===== config.mk =====
export PLATFORM = sky130hd
export DESIGN_NAME = sumsq_sqrt_rx
export DESIGN_NICKNAME = d
export VERILOG_FILES = /design/src/rtl/sumsq_sqrt_rx.sv
export SDC_FILE = /design/constraint.sdc
export NUM_CORES = 1
export LEC_CHECK = 0
export ABC_AREA = 1
export ABC_CLOCK_PERIOD_IN_PS = 3200
export CORE_MARGIN = 2
export CORE_UTILIZATION = 63
export CTS_CLUSTER_SIZE = 30
export DETAILED_ROUTE_END_ITERATION = 12
export DONT_BUFFER_PORTS = 1
export MAX_ROUTING_LAYER = met4
export PLACE_DENSITY = 0.88
export SETUP_SLACK_MARGIN = 0.02
export SLEW_MARGIN = 0
export SYNTH_ARGS = -nofsm -noshare
export SYNTH_HDL_FRONTEND = slang
export SYNTH_SLANG_ARGS = --single-unit

===== constraint.sdc =====
create_clock -name clk -period 3.2 [get_ports clk]
set_clock_uncertainty 0.1 [all_clocks]
set_input_delay 0.8 -clock clk [delete_from_list [all_inputs] [get_ports clk]]
set_output_delay 0.8 -clock clk [all_outputs]
set_load 0.01 [all_outputs]

===== src/rtl/sumsq_sqrt_rx.sv =====
// sumsq_sqrt_rx: buffers sum-of-squares samples in a FIFO and computes floor(sqrt(f)) and remainder, one root bit per cycle (clk, reset, f/valid_in in; root/rem/valid_out/busy/overflow out)
module sumsq_sqrt_rx #(
  parameter int FIFO_DEPTH = 4
) (
  input  logic        clk,
  input  logic        reset,
  input  logic [19:0] f,
  input  logic        valid_in,
  output logic [9:0]  root,
  output logic [10:0] rem,
  output logic        valid_out,
  output logic        busy,
  output logic        overflow
);
  localparam int AW = $clog2(FIFO_DEPTH);
  typedef enum logic {IDLE, CALC} state_t;
  state_t state;
  logic [19:0] mem [FIFO_DEPTH];
  logic [AW-1:0] wp, rp;
  logic [AW:0] cnt;
  logic pop, push, full, done, ge;
  logic [19:0] rad;
  logic [9:0] q;
  logic [12:0] r, rs, trial;
  logic [3:0] iter;
  assign full = cnt == (AW+1)'(FIFO_DEPTH);
  assign pop = state == IDLE && cnt != '0;
  assign push = valid_in && (!full || pop);
  assign busy = state == CALC;
  always_comb begin
    rs = {r[10:0], rad[19:18]};
    trial = {1'b0, q, 2'b01};
    ge = rs >= trial;
  end
  always_ff @(posedge clk) if (push) mem[wp] <= f;
  always_ff @(posedge clk or posedge reset) begin
    if (reset) begin
      state <= IDLE;
      wp <= '0;
      rp <= '0;
      cnt <= '0;
      rad <= '0;
      q <= '0;
      r <= '0;
      iter <= '0;
      done <= 1'b0;
      root <= '0;
      rem <= '0;
      valid_out <= 1'b0;
      overflow <= 1'b0;
    end else begin
      wp <= push ? wp + AW'(1) : wp;
      rp <= pop ? rp + AW'(1) : rp;
      cnt <= cnt + (AW+1)'(push) - (AW+1)'(pop);
      overflow <= overflow | (valid_in & ~push);
      valid_out <= done;
      done <= 1'b0;
      if (done) begin
        root <= q;
        rem <= r[10:0];
      end
      if (state == IDLE) begin
        if (pop) begin
          rad <= mem[rp];
          q <= '0;
          r <= '0;
          iter <= 4'd9;
          state <= CALC;
        end
      end else begin
        rad <= rad << 2;
        q <= {q[8:0], ge};
        r <= ge ? rs - trial : rs;
        iter <= iter - 4'd1;
        if (iter == 4'd0) begin
          state <= IDLE;
          done <= 1'b1;
        end
      end
    end
  end
endmodule


==> insert_results.sql <==
INSERT INTO impl_metrics (metric_group, metric, value, unit) VALUES
('run_status', 'outcome', 'finished, final reports clean', ''),
('power', 'vdd_drop_max', '0.4843', 'mV'),
('route', 'num_vias', '4797', ''),
('critical_path', 'timing.critical_path.buf_inv', '1', ''),
('clock_tree', 'clock-root-buffer', 'sky130_fd_sc_hd__clkbuf_8', ''),
('critical_path', 'rr_endpoint', 'iter[0]$_DFFE_PP0P_', ''),
('cells_and_area', 'flow.area_growth_from_synthesis', '10.46', '%'),
('critical_path', 'rr_startpoint', 'busy$_DFF_PP0_', ''),
('critical_path', 'worst_ep_required_time', '2.30', 'ns'),
('route', 'route.detailed.drc', '0', ''),
('floorplanning', 'dieWidth', '108.0', 'um'),
('critical_path', 'path_class', 'reg2out', ''),
('power', 'pwr-share-clk', '22.6', '%'),
('clock_tree', 'cts_hold_buffers', '0', ''),
('critical_path', 'startpoint_type', 'flop', ''),
('route', 'route.detailed.vias_per_inst', '5.893', ''),
('sta', 'post-route-period-util', '77.61', '%'),
('clock_tree', 'h-tree-depth', '4', ''),
('cells_and_area', 'net_count_final', '708', ''),
('placement', 'total_half_perimeter_wirelength_after_legalization_and_detailed_placement', '9008', 'um'),
('sta', 'hold_ws', '0.1065', 'ns'),
('sta', 'final_hold_viol_count', '0', ''),
('placement', 'postPlaceCellArea', '6974', 'um2'),
('sta', 'setup_viol_count_final', '0', ''),
('floorplanning', 'initial_core_util', '65.45', '%'),
('power', 'power.share.switching', '40.76', '%'),
('logic_synthesis', 'synth-warning-count', '0', ''),
('critical_path', 'critPathTopFamily', 'flip-flops', ''),
('critical_path', 'type_of_element_capturing_the_critical_path', 'primary output', ''),
('sta', 'tns', '0', 'ns'),
('global_routing', 'grt.total_usage', '27.30', '%'),
('power', 'power.switching', '3.385', 'mW'),
('power', 'p_leak', '3.182', 'nW'),
('placement', 'dp.cells', '782', ''),
('logic_synthesis', 'mappedNetlistArea', '6818', 'um2'),
('floorplanning', 'fp-row-count', '37', ''),
('global_routing', 'first_global_vias', '4908', ''),
('sta', 'worstMarginPinSlew', '0.7745', 'ns'),
('power', 'comb_power_share', '38.5', '%'),
('critical_path', 'worst-r2r-setup-slack', '0.75', 'ns'),
('critical_path', 'critPathMaxStageDelay', '0.73', 'ns'),
('clock_tree', 'clock_insertion_delay_at_the_later_pin_of_the_skew_report', '0.54', 'ns'),
('power', 'sequentialPowerShare', '38.9', '%'),
('cells_and_area', 'final.fill_count', '692', ''),
('global_routing', 'grt_pass1_wl', '23280', 'um'),
('clock_tree', 'clk_transition_reported_paths', '0.07', 'ns'),
('route', 'route.final.wire_length', '14140', 'um'),
('critical_path', 'timing.critical_path.fanout_max', '15', ''),
('cells_and_area', 'ff_latch_area', '4329', 'um2'),
('cells_and_area', 'multi_input_comb_area', '2093', 'um2'),
('placement', 'port_buffer_cells', '0', ''),
('floorplanning', 'die_height', '108.0', 'um'),
('logic_synthesis', 'syn_area_per_cell', '10.28', 'um2'),
('clock_tree', 'tritoncts.num_buffers', '17', ''),
('sta', 'timing.max_slew.rel_slack', '48.31', '%'),
('critical_path', 'cp.arrival', '1.58', 'ns'),
('power', 'power.density_cell_area', '1103', 'nW/um2'),
('cells_and_area', 'final_design_area_no_fill', '7531', 'um2'),
('cells_and_area', 'drive_above_1_share', '8.112', '%'),
('clock_tree', 'cts.path.max_buffers', '2', ''),
('route', 'final_antenna_net_count', '0', ''),
('clock_tree', 'post_cts_resized', '0', ''),
('floorplanning', 'floorplan.core_area', '10420', 'um2'),
('sta', 'max_clock_freq', '402.6', 'MHz'),
('clock_tree', 'cts_setup_buffers', '0', ''),
('logic_synthesis', 'synthCells', '663', ''),
('critical_path', 'cpMaxStageDelayCell', 'sky130_fd_sc_hd__dfrtp_1', ''),
('clock_tree', 'cts_tree', 'built', ''),
('floorplanning', 'num_io_pins', '47', ''),
('placement', 'dpl_ws', '0.8098', 'ns'),
('power', 'p_int', '4.919', 'mW');
## logic make-up (layout without fill, tap and decap cells)
logic type / count (synthesis) / count (layout) / synth area share, %
buffers and inverters: 101 / 116 / 5.799
AOI/OAI and AO/OA: 121 / 121 / 10.17
and+or+nand+nor: 255 / 255 / 15.56
adders and majority gates: 20 / 20 / 3.781
xor gates and xnor gates: 8 / 8 / 1.028
muxes: 1 / 1 / 0.1652
DFF: 157 / 157 / 63.50
## registers in the layout, summed over array words and instances (netlist names)
name,cells
busy,1
mem,80
wp,2
rem,11
rp,2
valid_out,1
rad,20
root,10
q,10
cnt,3
done,1
overflow,1
r,11
iter,4
## placed cells by master (no fill, tap or decap), types with 4 or more instances in the layout
cell type	count
sky130_fd_sc_hd__nand3_1	25
sky130_fd_sc_hd__xor2_1	4
sky130_fd_sc_hd__nand4_1	13
sky130_fd_sc_hd__o211ai_1	10
sky130_fd_sc_hd__o21ai_0	47
sky130_fd_sc_hd__buf_4	13
sky130_fd_sc_hd__ha_1	19
sky130_fd_sc_hd__o22ai_1	30
sky130_fd_sc_hd__inv_1	67
sky130_fd_sc_hd__dfrtp_1	77
sky130_fd_sc_hd__inv_8	6
sky130_fd_sc_hd__edfxtp_1	80
sky130_fd_sc_hd__xnor2_1	4
sky130_fd_sc_hd__nor2_1	79
sky130_fd_sc_hd__nand2_1	125
sky130_fd_sc_hd__clkbuf_16	16
sky130_fd_sc_hd__a21oi_1	27
sky130_fd_sc_hd__o221ai_1	5
## synthesized netlist by cell type
| cell type | count | share of area [%] |
|---|---|---|
| sky130_fd_sc_hd__buf_6 | 1 | 0.17 |
| sky130_fd_sc_hd__o21bai_1 | 1 | 0.11 |
| sky130_fd_sc_hd__nand4_1 | 13 | 1.2 |
| sky130_fd_sc_hd__o211ai_1 | 10 | 1.1 |
| sky130_fd_sc_hd__a21oi_2 | 1 | 0.13 |
| sky130_fd_sc_hd__inv_2 | 2 | 0.11 |
| sky130_fd_sc_hd__o221ai_1 | 5 | 0.64 |
| sky130_fd_sc_hd__xor2_1 | 4 | 0.51 |
| sky130_fd_sc_hd__xnor2_1 | 4 | 0.51 |
| sky130_fd_sc_hd__edfxtp_1 | 80 | 35 |
| sky130_fd_sc_hd__a21oi_1 | 27 | 2.0 |
| sky130_fd_sc_hd__dfrtp_1 | 77 | 28 |
| sky130_fd_sc_hd__o22ai_1 | 30 | 2.8 |
| sky130_fd_sc_hd__nor4_1 | 1 | 0.092 |
| sky130_fd_sc_hd__nor3_1 | 3 | 0.22 |
| sky130_fd_sc_hd__and2_1 | 1 | 0.092 |
| sky130_fd_sc_hd__nand2_1 | 125 | 6.9 |
| sky130_fd_sc_hd__nor3_2 | 1 | 0.15 |
| sky130_fd_sc_hd__o21ai_0 | 47 | 3.5 |
| sky130_fd_sc_hd__mux2_2 | 1 | 0.17 |
| sky130_fd_sc_hd__nand3_1 | 25 | 1.8 |
| sky130_fd_sc_hd__buf_2 | 4 | 0.29 |
| sky130_fd_sc_hd__buf_4 | 1 | 0.11 |
| sky130_fd_sc_hd__inv_1 | 68 | 3.7 |
| sky130_fd_sc_hd__nand3_2 | 1 | 0.15 |
| sky130_fd_sc_hd__clkbuf_1 | 25 | 1.4 |
| sky130_fd_sc_hd__ha_1 | 19 | 3.5 |
| sky130_fd_sc_hd__nor2_1 | 79 | 4.3 |
| sky130_fd_sc_hd__nand2_2 | 2 | 0.18 |
| sky130_fd_sc_hd__nand3b_1 | 3 | 0.33 |
| sky130_fd_sc_hd__fa_1 | 1 | 0.29 |
| sky130_fd_sc_hd__nor2_2 | 1 | 0.092 |
## power groups by stage
stage          Sequential (mW)  Clock, mW  Combinational (mW)
2_1_floorplan             3.14          0                2.45
3_3_place_gp              3.22          0                3.00
3_5_place_dp              3.25          0                3.14
4_1_cts                   3.22       1.89                3.18
5_1_grt                   3.29       1.98                3.65
6_report                  3.23       1.88                3.20
## worst max path at each step
stage	startpoint	to	slack, ns	depth (start not counted)
final	busy$_DFF_PP0_	busy	0.72	1
after floorplan	reset	busy$_DFF_PP0_	0.33	1
after global routing	busy$_DFF_PP0_	iter[0]$_DFFE_PP0P_	0.57	6
after CTS	busy$_DFF_PP0_	busy	0.73	1
after global placement	busy$_DFF_PP0_	cnt[2]$_DFF_PP0_	0.92	7
after detailed placement	busy$_DFF_PP0_	cnt[2]$_DFF_PP0_	0.81	7
## metal layers
| metal | vias to the layer above | part of all wire (%) | GRT usage, % |
|---|---|---|---|
| met5 | - | 0 | - |
| met4 | 0 | 2.1 | 11.36 |
| met3 | 32 | 6.0 | 7.233 |
| met2 | 178 | 52 | 45.73 |
| met1 | 2329 | 40 | 31.31 |
| li1 | 2258 | - | - |
## final cells by class
class | instances | share of cell area, %
sequential | 157 | 57.48
multi-input combinational | 405 | 27.80
clock buffer | 17 | 5.499
inverter | 70 | 3.506
tap | 136 | 2.260
clock inverter | 15 | 1.894
timing repair buffer | 14 | 1.562
(Power assumes the default switching activity.)
